$ cat src/rtl/uart_pkg.sv
// Shared definitions for the hex-word UART transmit path: ASCII constants,
// FSM state encodings and the nibble-to-ASCII helper.
package uart_pkg;

  localparam int unsigned DATA_W = 16;
  localparam int unsigned BYTE_W = 8;
  localparam int unsigned IDX_W  = 3;

  localparam logic [BYTE_W-1:0] CHAR_CR = 8'h0D;
  localparam logic [BYTE_W-1:0] CHAR_LF = 8'h0A;

  typedef enum logic [1:0] {TX_IDLE, TX_START, TX_DATA, TX_STOP} tx_state_t;
  typedef enum logic [1:0] {F_IDLE, F_LOAD, F_WAIT} frame_state_t;

  // 0-9 -> '0'-'9', A-F -> 'A'-'F' (uppercase only); 8'h37 is 'A' minus ten
  function automatic logic [BYTE_W-1:0] nibble_to_ascii(input logic [3:0] nib);
    if (nib < 4'd10) return 8'h30 + {4'h0, nib};
    else             return 8'h37 + {4'h0, nib};
  endfunction

endpackage

$ cat src/rtl/hex_word_uart_tx_if.sv
// Handshake/serial bundle between the display-word source and the transmitter.
//   send : request to transmit data (source -> transmitter)
//   data : 16-bit display word (source -> transmitter)
//   busy : frame in progress (transmitter -> source)
//   done : one-cycle pulse after the last stop bit (transmitter -> source)
//   tx   : serial line, idles high (transmitter -> line)
interface hex_word_uart_tx_if;
  import uart_pkg::*;

  logic              send;
  logic [DATA_W-1:0] data;
  logic              busy;
  logic              done;
  logic              tx;

  modport master (output send, output data, input busy, input done, input tx);
  modport slave  (input send, input data, output busy, output done, output tx);

endinterface

$ cat src/rtl/uart_tx_byte.sv
// 8N1 byte serialiser: start bit, 8 data bits LSB first, stop bit, each
// CLKS_PER_BIT cycles long.
//   clk, reset   : clock, synchronous active-high reset
//   start        : begin a byte when idle (din captured on that edge)
//   din          : byte to send
//   tx           : serial line, idles high
//   tx_done_tick : high during the final cycle of the stop bit
module uart_tx_byte
  import uart_pkg::*;
#(
  parameter int unsigned CLKS_PER_BIT = 10416
) (
  input  logic              clk,
  input  logic              reset,
  input  logic              start,
  input  logic [BYTE_W-1:0] din,
  output logic              tx,
  output logic              tx_done_tick
);

  localparam int unsigned      CNT_W    = (CLKS_PER_BIT > 1) ? $clog2(CLKS_PER_BIT) : 1;
  localparam logic [CNT_W-1:0] CNT_LAST = CNT_W'(CLKS_PER_BIT - 1);

  tx_state_t         state, state_d;
  logic [CNT_W-1:0]  cnt, cnt_d;
  logic [2:0]        bit_cnt, bit_cnt_d;
  logic [BYTE_W-1:0] shreg, shreg_d;
  logic              tx_d;
  logic              tick_d;

  // State and output registers
  always_ff @(posedge clk) begin
    if (reset) begin
      state        <= TX_IDLE;
      cnt          <= '0;
      bit_cnt      <= '0;
      shreg        <= '0;
      tx           <= 1'b1;
      tx_done_tick <= 1'b0;
    end else begin
      state        <= state_d;
      cnt          <= cnt_d;
      bit_cnt      <= bit_cnt_d;
      shreg        <= shreg_d;
      tx           <= tx_d;
      tx_done_tick <= tick_d;
    end
  end

  // Next-state and registered-output decode
  always_comb begin
    state_d   = state;
    cnt_d     = cnt;
    bit_cnt_d = bit_cnt;
    shreg_d   = shreg;

    case (state)
      TX_IDLE: begin
        if (start) begin
          state_d = TX_START;
          cnt_d   = '0;
          shreg_d = din;
        end
      end
      TX_START: begin
        if (cnt == CNT_LAST) begin
          state_d   = TX_DATA;
          cnt_d     = '0;
          bit_cnt_d = '0;
        end else begin
          cnt_d = cnt + CNT_W'(1);
        end
      end
      TX_DATA: begin
        if (cnt == CNT_LAST) begin
          cnt_d   = '0;
          shreg_d = shreg >> 1;
          if (bit_cnt == 3'd7) begin
            state_d = TX_STOP;
          end else begin
            bit_cnt_d = bit_cnt + 3'd1;
          end
        end else begin
          cnt_d = cnt + CNT_W'(1);
        end
      end
      TX_STOP: begin
        if (cnt == CNT_LAST) begin
          state_d = TX_IDLE;
          cnt_d   = '0;
        end else begin
          cnt_d = cnt + CNT_W'(1);
        end
      end
      default: state_d = TX_IDLE;
    endcase

    // Line level follows the state being entered so tx is a clean register
    tx_d = 1'b1;
    if (state_d == TX_START)     tx_d = 1'b0;
    else if (state_d == TX_DATA) tx_d = shreg_d[0];

    // Raised one cycle early so the framer can react exactly as the stop bit ends
    tick_d = (state_d == TX_STOP) && (cnt_d == CNT_LAST);
  end

endmodule

$ cat src/rtl/hex_word_uart_tx.sv
// Sends a 16-bit display word as four uppercase ASCII hex characters,
// optionally followed by CR LF, over an 8N1 serial line.
//   clk, reset : clock, synchronous active-high reset
//   bus        : slave side of hex_word_uart_tx_if (send/data in,
//                busy/done/tx out)
module hex_word_uart_tx
  import uart_pkg::*;
#(
  parameter int unsigned CLKS_PER_BIT = 10416,
  parameter bit          APPEND_CRLF  = 1'b1
) (
  input  logic              clk,
  input  logic              reset,
  hex_word_uart_tx_if.slave bus
);

  localparam logic [IDX_W-1:0] LAST_IDX = APPEND_CRLF ? 3'd5 : 3'd3;

  frame_state_t      state, state_d;
  logic [IDX_W-1:0]  idx, idx_d;
  logic [DATA_W-1:0] hold, hold_d;
  logic              start_q, start_d;
  logic              busy, busy_d;
  logic              done, done_d;
  logic [BYTE_W-1:0] char_c;
  logic              byte_tick;
  logic              tx_line;

  assign bus.busy = busy;
  assign bus.done = done;
  assign bus.tx   = tx_line;

  // Character select: four nibbles MSB first, then CR, LF
  always_comb begin
    char_c = '0;
    case (idx)
      3'd0:    char_c = nibble_to_ascii(hold[15:12]);
      3'd1:    char_c = nibble_to_ascii(hold[11:8]);
      3'd2:    char_c = nibble_to_ascii(hold[7:4]);
      3'd3:    char_c = nibble_to_ascii(hold[3:0]);
      3'd4:    char_c = CHAR_CR;
      3'd5:    char_c = CHAR_LF;
      default: char_c = '0;
    endcase
  end

  // State and output registers
  always_ff @(posedge clk) begin
    if (reset) begin
      state   <= F_IDLE;
      idx     <= '0;
      hold    <= '0;
      start_q <= 1'b0;
      busy    <= 1'b0;
      done    <= 1'b0;
    end else begin
      state   <= state_d;
      idx     <= idx_d;
      hold    <= hold_d;
      start_q <= start_d;
      busy    <= busy_d;
      done    <= done_d;
    end
  end

  // Framing FSM: LOAD issues a registered start, so every character
  // (including the first) begins its start bit two edges after LOAD is entered
  always_comb begin
    state_d = state;
    idx_d   = idx;
    hold_d  = hold;
    start_d = 1'b0;
    done_d  = 1'b0;

    case (state)
      F_IDLE: begin
        if (bus.send) begin
          hold_d  = bus.data;
          idx_d   = '0;
          state_d = F_LOAD;
        end
      end
      F_LOAD: begin
        start_d = 1'b1;
        state_d = F_WAIT;
      end
      F_WAIT: begin
        if (byte_tick) begin
          if (idx == LAST_IDX) begin
            idx_d   = '0;
            done_d  = 1'b1;
            state_d = F_IDLE;
          end else begin
            idx_d   = idx + 3'd1;
            state_d = F_LOAD;
          end
        end
      end
      default: state_d = F_IDLE;
    endcase

    busy_d = (state_d != F_IDLE);
  end

  uart_tx_byte #(
    .CLKS_PER_BIT(CLKS_PER_BIT)
  ) u_tx_byte (
    .clk         (clk),
    .reset       (reset),
    .start       (start_q),
    .din         (char_c),
    .tx          (tx_line),
    .tx_done_tick(byte_tick)
  );

endmodule

$ cat src/flat_wrapper.sv
// flat-port wrapper written by rule: the top's interface ports become plain ports
module hex_word_uart_tx_flat import uart_pkg::*;
#(
  parameter int unsigned CLKS_PER_BIT = 10416,
  parameter bit          APPEND_CRLF  = 1'b1
)
  (clk, reset, bus_send, bus_data, bus_busy, bus_done, bus_tx);
  hex_word_uart_tx_if bus_i ();
  input  logic clk;
  input  logic reset;
  input wire logic [$bits(bus_i.send)-1:0] bus_send;
  input wire logic [$bits(bus_i.data)-1:0] bus_data;
  output wire logic [$bits(bus_i.busy)-1:0] bus_busy;
  output wire logic [$bits(bus_i.done)-1:0] bus_done;
  output wire logic [$bits(bus_i.tx)-1:0] bus_tx;
  assign bus_i.send = bus_send;
  assign bus_i.data = bus_data;
  assign bus_busy = bus_i.busy;
  assign bus_done = bus_i.done;
  assign bus_tx = bus_i.tx;
  hex_word_uart_tx #(.CLKS_PER_BIT(CLKS_PER_BIT), .APPEND_CRLF(APPEND_CRLF)) u_core (.clk(clk), .reset(reset), .bus(bus_i));
endmodule
$ cat config.mk
export PLATFORM = sky130hd
export DESIGN_NAME = hex_word_uart_tx_flat
export DESIGN_NICKNAME = d
export VERILOG_FILES = /design/src/rtl/uart_pkg.sv /design/src/rtl/hex_word_uart_tx_if.sv /design/src/rtl/uart_tx_byte.sv /design/src/rtl/hex_word_uart_tx.sv /design/src/flat_wrapper.sv
export SDC_FILE = /design/constraint.sdc
export NUM_CORES = 1
export LEC_CHECK = 0
export BUFFER_PORTS_ARGS = -buffer_cell sky130_fd_sc_hd__buf_2
export CORE_MARGIN = 2
export CORE_UTILIZATION = 35
export DETAILED_ROUTE_END_ITERATION = 10
export SYNTH_ARGS = -nofsm -noshare
export SYNTH_HDL_FRONTEND = slang
export SYNTH_HIERARCHICAL = 1
export SYNTH_SLANG_ARGS = --single-unit
$ cat constraint.sdc
create_clock -name clk -period 4.7 [get_ports clk]
set_clock_uncertainty 0.05 [all_clocks]
set_input_delay 0.235 -clock clk [delete_from_list [all_inputs] [get_ports clk]]
set_output_delay 0.235 -clock clk [all_outputs]
set_load 0.02 [all_outputs]
# Yosys cells after proc, flatten, opt, wreduce, memory -nomap -nowiden
# Index checks and enable logic that the tools add are counted.
dict set report totals {
  ff_bits 53
  in_bits 19
  output_inout_bits 3
  elab_cells 99
}
dict set report op_classes {
  add_sub_neg 11
  magnitude_cmp 4
  eq_ne 22
  n_mux 33
  bitwise_logic 2
  n_reduce_logical 14
}
# op n
set ops {}
lappend ops {{adder 6 x 4 -> 7 bit (first input constant)} 8}
lappend ops {{two-way mux 8 bit} 6}
lappend ops {{one-hot mux 8 bit (6 select lines)} 1}
lappend ops {{equality test 14 bit (second input constant)} 2}
lappend ops {{two-way mux 14 bit} 2}
lappend ops {{one-hot mux 14 bit (2 select lines)} 1}
lappend ops {{two-way mux 3 bit} 6}
lappend ops {{< comparator 4 bit (second input constant)} 4}
lappend ops {{one-hot mux 8 bit (2 select lines)} 1}
lappend ops {{adder 14 x 1 -> 14 bit (second input constant)} 1}
lappend ops {{two-way mux 2 bit} 7}
lappend ops {{one-hot mux 3 bit (2 select lines)} 2}
lappend ops {{equality test 2 bit (second input constant)} 5}
lappend ops {{!= test 2 bit (second input constant)} 5}
lappend ops {{equality test 3 bit (second input constant)} 3}
lappend ops {{one-hot mux 2 bit (4 select lines)} 1}
lappend ops {{nonzero test 2 bit} 4}
lappend ops {{adder 3 x 1 -> 3 bit (second input constant)} 2}
lappend ops {{equality test 2 x 1 -> 1 bit (second input constant)} 3}
lappend ops {{equality test 3 x 2 -> 1 bit (second input constant)} 2}
lappend ops {{one-hot mux 2 bit (3 select lines)} 1}
lappend ops {{AND reduction 3 bit} 2}
lappend ops {{OR reduction 3 bit} 2}
lappend ops {{two-way mux 1 bit} 5}
lappend ops {{other kinds (8)} 10}

# Depth between registers and ports, before layout
dict set report logic_depth {
  depth_word 7
  depth_mapped 10
  depth_no_buf 8
}

# Modules after synthesis
# Netlist, hierarchy kept.
# module instances cells_each area_each_um2 seq_area_each_um2
set modules_own_cells {}
lappend modules_own_cells {uart_tx_byte 1 206 1722.9 580.6}
lappend modules_own_cells {hex_word_uart_tx 1 199 1529.0 480.5}

# Worst setup path after synthesis
# No wires, ideal clock.
dict set report synth_timing {
  path_kind {register to register}
  start {reg u_core.u_tx_byte.cnt[1]}
  end {reg u_core.u_tx_byte.tx}
  setup_ps 117
  arrival_time_ps 1986
  required_time_ps 4533
  setup_slack_ps 2547
  path_stages_with_launch 11
  path_buffers 3
  synth_period_minus_slack_ps 2153
  cell_sequence {dfxtp_1 -> ha_1 -> and4_1 -> buf_4 -> and4_4 -> buf_6 -> and2_1 -> buf_6 -> a221o_1 -> o2bb2ai_1 -> nand2b_1}
}
dict set report synth_via {
  elab_chain_cells 6
  elab_cells_between_ends 11
  cone_classes {eq/ne (3); mux (8)}
}
# item line_no
set synth_lines {}
lappend synth_lines {{start, declared} uart_tx_byte.sv:25} ;# logic [CNT_W-1:0] cnt, cnt_d;
lappend synth_lines {{start signal, assigned} uart_tx_byte.sv:42} ;# cnt <= cnt_d;
lappend synth_lines {{equality test 14 bit (*)} {uart_tx_byte.sv:66, uart_tx_byte.sv:75, uart_tx_byte.sv:88}}
lappend synth_lines {{two-way mux 2 bit, on equally long branches} {uart_tx_byte.sv:88, uart_tx_byte.sv:66, uart_tx_byte.sv:75}}
lappend synth_lines {{one-hot mux 2 bit (4 select lines)} uart_tx_byte.sv:57} ;# case (state)
lappend synth_lines {{equality test 2 bit} uart_tx_byte.sv:101} ;# else if (state_d == TX_DATA) tx_d = shreg_d[0];
lappend synth_lines {{two-way mux 1 bit} uart_tx_byte.sv:101}
lappend synth_lines {{two-way mux 1 bit (*)} uart_tx_byte.sv:100} ;# if (state_d == TX_START) tx_d = 1'b0;
lappend synth_lines {{end signal, assigned} uart_tx_byte.sv:45} ;# tx <= tx_d;
lappend synth_lines {{end, declared} uart_tx_byte.sv:17} ;# output logic tx,
# Mark *: on every way between the ends. The rest lies on a longest branch, timed or not. The select of a mux whose other input is x is not followed.
# A chain may end at the register's enable or synchronous reset.

# Worst setup path in the final report
dict set report layout_timing {
  start {reg u_core.u_tx_byte.cnt[0]}
  end {reg u_core.u_tx_byte.tx_done_tick}
}
dict set report layout_via {
  elab_chain_cells 5
  elab_cells_between_ends 12
  cone_classes {add/sub (1); eq/ne (3); mux (7); reduce/logical (1)}
}
# item line_no
set layout_lines {}
lappend layout_lines {{adder 14 x 1 -> 14 bit or equality test 14 bit (tied branches)} -}
lappend layout_lines {{two-way mux 14 bit (tied with other cells)} {uart_tx_byte.sv:66, uart_tx_byte.sv:75, uart_tx_byte.sv:88}}
lappend layout_lines {{one-hot mux 14 bit (2 select lines) or one-hot mux 2 bit (4 select lines) (tied branches)} uart_tx_byte.sv:57}
lappend layout_lines {{equality test 14 bit or equality test 2 bit (tied branches)} uart_tx_byte.sv:104} ;# tick_d = (state_d == TX_STOP) && (cnt_d == CNT_LAST);
lappend layout_lines {{logical AND 1 bit (*)} uart_tx_byte.sv:104}
lappend layout_lines {{end signal, assigned} uart_tx_byte.sv:46} ;# tx_done_tick <= tick_d;
lappend layout_lines {{end, declared} uart_tx_byte.sv:18} ;# output logic tx_done_tick
# Mark *: on every way between the ends. The rest lies on a longest branch, timed or not.

==> flow_summary_export.csv <==
group,metric,value,unit
timing,slew_viol_final,0,
power_and_ir_drop,powerDensity,246.4,nW/um^2
critical_path,cp.required,4.86,ns
timing,fin_hold_ws,0.1007,ns
floorplan,dieArea,10080,um^2
timing,min_period_over_period,55.81,%
critical_path,arrival,2.79,ns
drt,ant_nets,0,
place,place_congestion,0.8813,
layout,nNetsFinal,433,
clock_tree,htreeDepth,2,
critical_path,cp-end-kind,"flop",
synthesis,synth-seq-cells,53,
clock_tree,numCtsBuffers,5,
timing,clock.fmax,381.2,MHz
clock_tree,cts_tree,"yes",
clock_tree,ctsRootBufferMaster,"clkbuf_8",
synthesis,synth_edf_count,0,
timing,finalCriticalPeriod,2.623,ns
clock_tree,clock_path_buffers,2,
drt,wl,7.102,mm
place,postPlaceCellArea,3319,um^2
timing,setup_tns,0,ns
synthesis,netlist_instances,405,
drt,avgRoutedWirePerCell,13.71,um
synthesis,synth.avg_cell_area,8.029,um^2
place,dp_hpwl,5.054,mm
timing,hold_viol,0,
global_route,overflow,0,
synthesis,yosysWarnings,6,
floorplan,die_width,100.4,um
critical_path,cp_max_fo,13,
floorplan,ios,22,
synthesis,synth_nets,432,
outcome,outcome,"completed",
power_and_ir_drop,power,838.1,uW
layout,regArea,1061,um^2
global_route,grt_max_degree,53,
global_route,grt_pass1_wl,12.39,mm
synthesis,ys_seq_area_share,32.63,%
worst_hold_path,hp-class,"input pin to flop",
timing,rsz0062_at_grt,"no",
timing,worst_slew_pin_slew,0.9896,ns
drt,dr_total_vias,2908,
clock_tree,hold_buffers,0,
synthesis,async_flop_share,0,%
floorplan,rows,35,
synthesis,yosysUniqueCellTypes,72,
clock_tree,post_cts_buffers,0,
global_route,track_usage,14.88,%
flow_run,cap_violations,0,
clock_tree,post_cts_resized,0,
global_route,grt_pass1_vias,2646,
synthesis,synth.cell_area,3252,um^2
timing,relSlewSlack,34.02,%
drt,drt_iter0_markers,295,
layout,final_area,3402,um^2
timing,setup_viol,0,
drt,dr.pass1.iters,5,
layout,fillCellCount,977,
floorplan,initial_core_util,35.70,%
clock_tree,path_clk_slew,0.10,ns
critical_path,worstSetupStartpointType,"flop",
layout,multiInputGateArea,1962,um^2
layout,num_antenna_cells,0,
drt,vias_per_cell,5.614,
power_and_ir_drop,ir_drop,0.09354,mV
place,port_buffers,21,
floorplan,core_area,9109,um^2
clock_tree,numClockSinks,53,
layout,area_growth,4.617,%
drt,drc_errors,0,
layout,drive_gt1_share,13.02,%
power_and_ir_drop,p_leak,0.001144,uW
synthesis,synth_ff_type,"dfxtp_1",
floorplan,die_h,100.4,um
critical_path,path_class,"flop to flop",
global_route,antenna_found_initial,0,
clock_tree,worst_skew_pair.late_latency,0.30,ns
[layer usage]
metal	vias up	GRT usage, %	routed length, um	part of all wire [%]
met3	9	2.646	318	4.5
met2	76	22.10	3160	44
met1	1362	21.86	3548	50
met5	-	0	0	0
met4	0	4.531	75	1.1
li1	1461	-	-	-
[final timing paths]
path	start	endpoint	slack (ns)	cells after the start
setup / recovery	u_core/u_tx_byte/cnt[0]$_SDFF_PP0_	u_core/u_tx_byte/tx_done_tick$_SDFF_PP0_	2.08	7
hold / removal	bus_data[9]	u_core/hold[9]$_SDFFE_PP0P_	0.10	3
setup reg to reg	u_core/u_tx_byte/cnt[0]$_SDFF_PP0_	u_core/u_tx_byte/tx_done_tick$_SDFF_PP0_	2.08	7
hold reg to reg	u_core/u_tx_byte/shreg[2]$_SDFFE_PP0P_	u_core/u_tx_byte/shreg[2]$_SDFFE_PP0P_	0.41	2
[cell usage in the layout, fill, tap and decap left out, types with 3 or more instances in the layout]
cell / n
ha_1: 8
and2_1: 5
o21ai_0: 14
dfxtp_1: 53
a31oi_1: 5
nor2_1: 29
inv_1: 13
and4b_1: 4
a21oi_1: 50
xnor2_1: 7
nor2b_1: 9
nand2_1: 63
clkbuf_8: 5
nand3_1: 10
buf_2: 21
nor3b_4: 3
a311oi_1: 4
nand4_1: 3
a22oi_1: 14
o21ai_1: 3
o31ai_1: 3
and4_1: 5
nor3_1: 7
nand2b_1: 6
mux2i_1: 3
a211oi_1: 5
[cells in the mapped netlist (all sizes together) (3+ instances only)]
library cell	number	area share, %
nand2	64	7.5
dfxtp	53	33
a21oi	52	8.2
nor2	29	3.3
buf	21	4.7
o21ai	18	2.9
a22oi	14	3.2
inv	14	1.6
nand3	11	1.8
nor2b	10	2.2
nor3	9	1.7
ha	8	3.1
xnor2	7	1.9
a211oi	6	1.5
and4	6	1.7
clkbuf	6	0.69
nand2b	6	1.2
a31oi	5	0.96
and2	5	0.96
nor3b	5	2.3
a311oi	4	1.1
and4b	4	1.2
or2	4	0.85
mux2i	3	0.92
nand4	3	0.58
nor4b	3	1.7
o31ai	3	0.69
[through the flow]
stage	instances	worst slack (ns)	util, %
floorplan	405	2.547	-
global placement	510	2.208	36.44
detailed placement	510	2.157	36.44
CTS	518	2.124	37.35
global route	518	1.857	37.35
finish	518	2.077	37.35
[cell type report]
cell class / instances / share of cell area, %
Multi-Input combinational cell: 311 / 57.67
Inverter: 14 / 1.545
Clock buffer: 6 / 2.133
Timing Repair Buffer: 21 / 3.089
Clock inverter: 2 / 0.2942
Sequential cell: 53 / 31.19
Tap cell: 111 / 4.082
[critical path, stage by stage, from the launching register on]
cell and delay, ns:
dfxtp_1 0.42, ha_1 0.28, and4_1 0.30, a41oi_2 0.61, a41oi_1 0.23, a211oi_1 0.22
nand4_1 0.17, nor4b_4 0.25
[cells by family after synthesis]
| family | share of synthesized area (%) |
|---|---|
| multiplexers | 0.9235 |
| adder cells (fa/ha/maj) | 3.078 |
| AO/OA/AOI/OAI | 25.09 |
| XOR/XNOR | 1.885 |
| buffers and inverters | 7.041 |
| AND/OR/NAND/NOR | 29.24 |
| flip-flops | 32.63 |
| other | 0.1153 |
[flip-flops by register name, indices dropped and copies added (netlist names)]
name,cells
u_core/hold,16
u_core/u_tx_byte/cnt,14
u_core/u_tx_byte/shreg,8
u_core/idx,3
u_core/u_tx_byte/bit_cnt,3
u_core/state,2
u_core/u_tx_byte/state,2
u_core/bus.busy,1
u_core/bus.done,1
u_core/start_q,1
u_core/u_tx_byte/tx,1
u_core/u_tx_byte/tx_done_tick,1
[report_power, final]
part	internal, uW	switching [uW]	total (uW)	leakage [uW]
logic	40.4	60.1	101	0.000668
clock network	104	149	253	0.0000450
registers	463	21.0	485	0.000431
total	608	230	838	0.00114
Note: power is estimated with default switching activity, not from simulation.
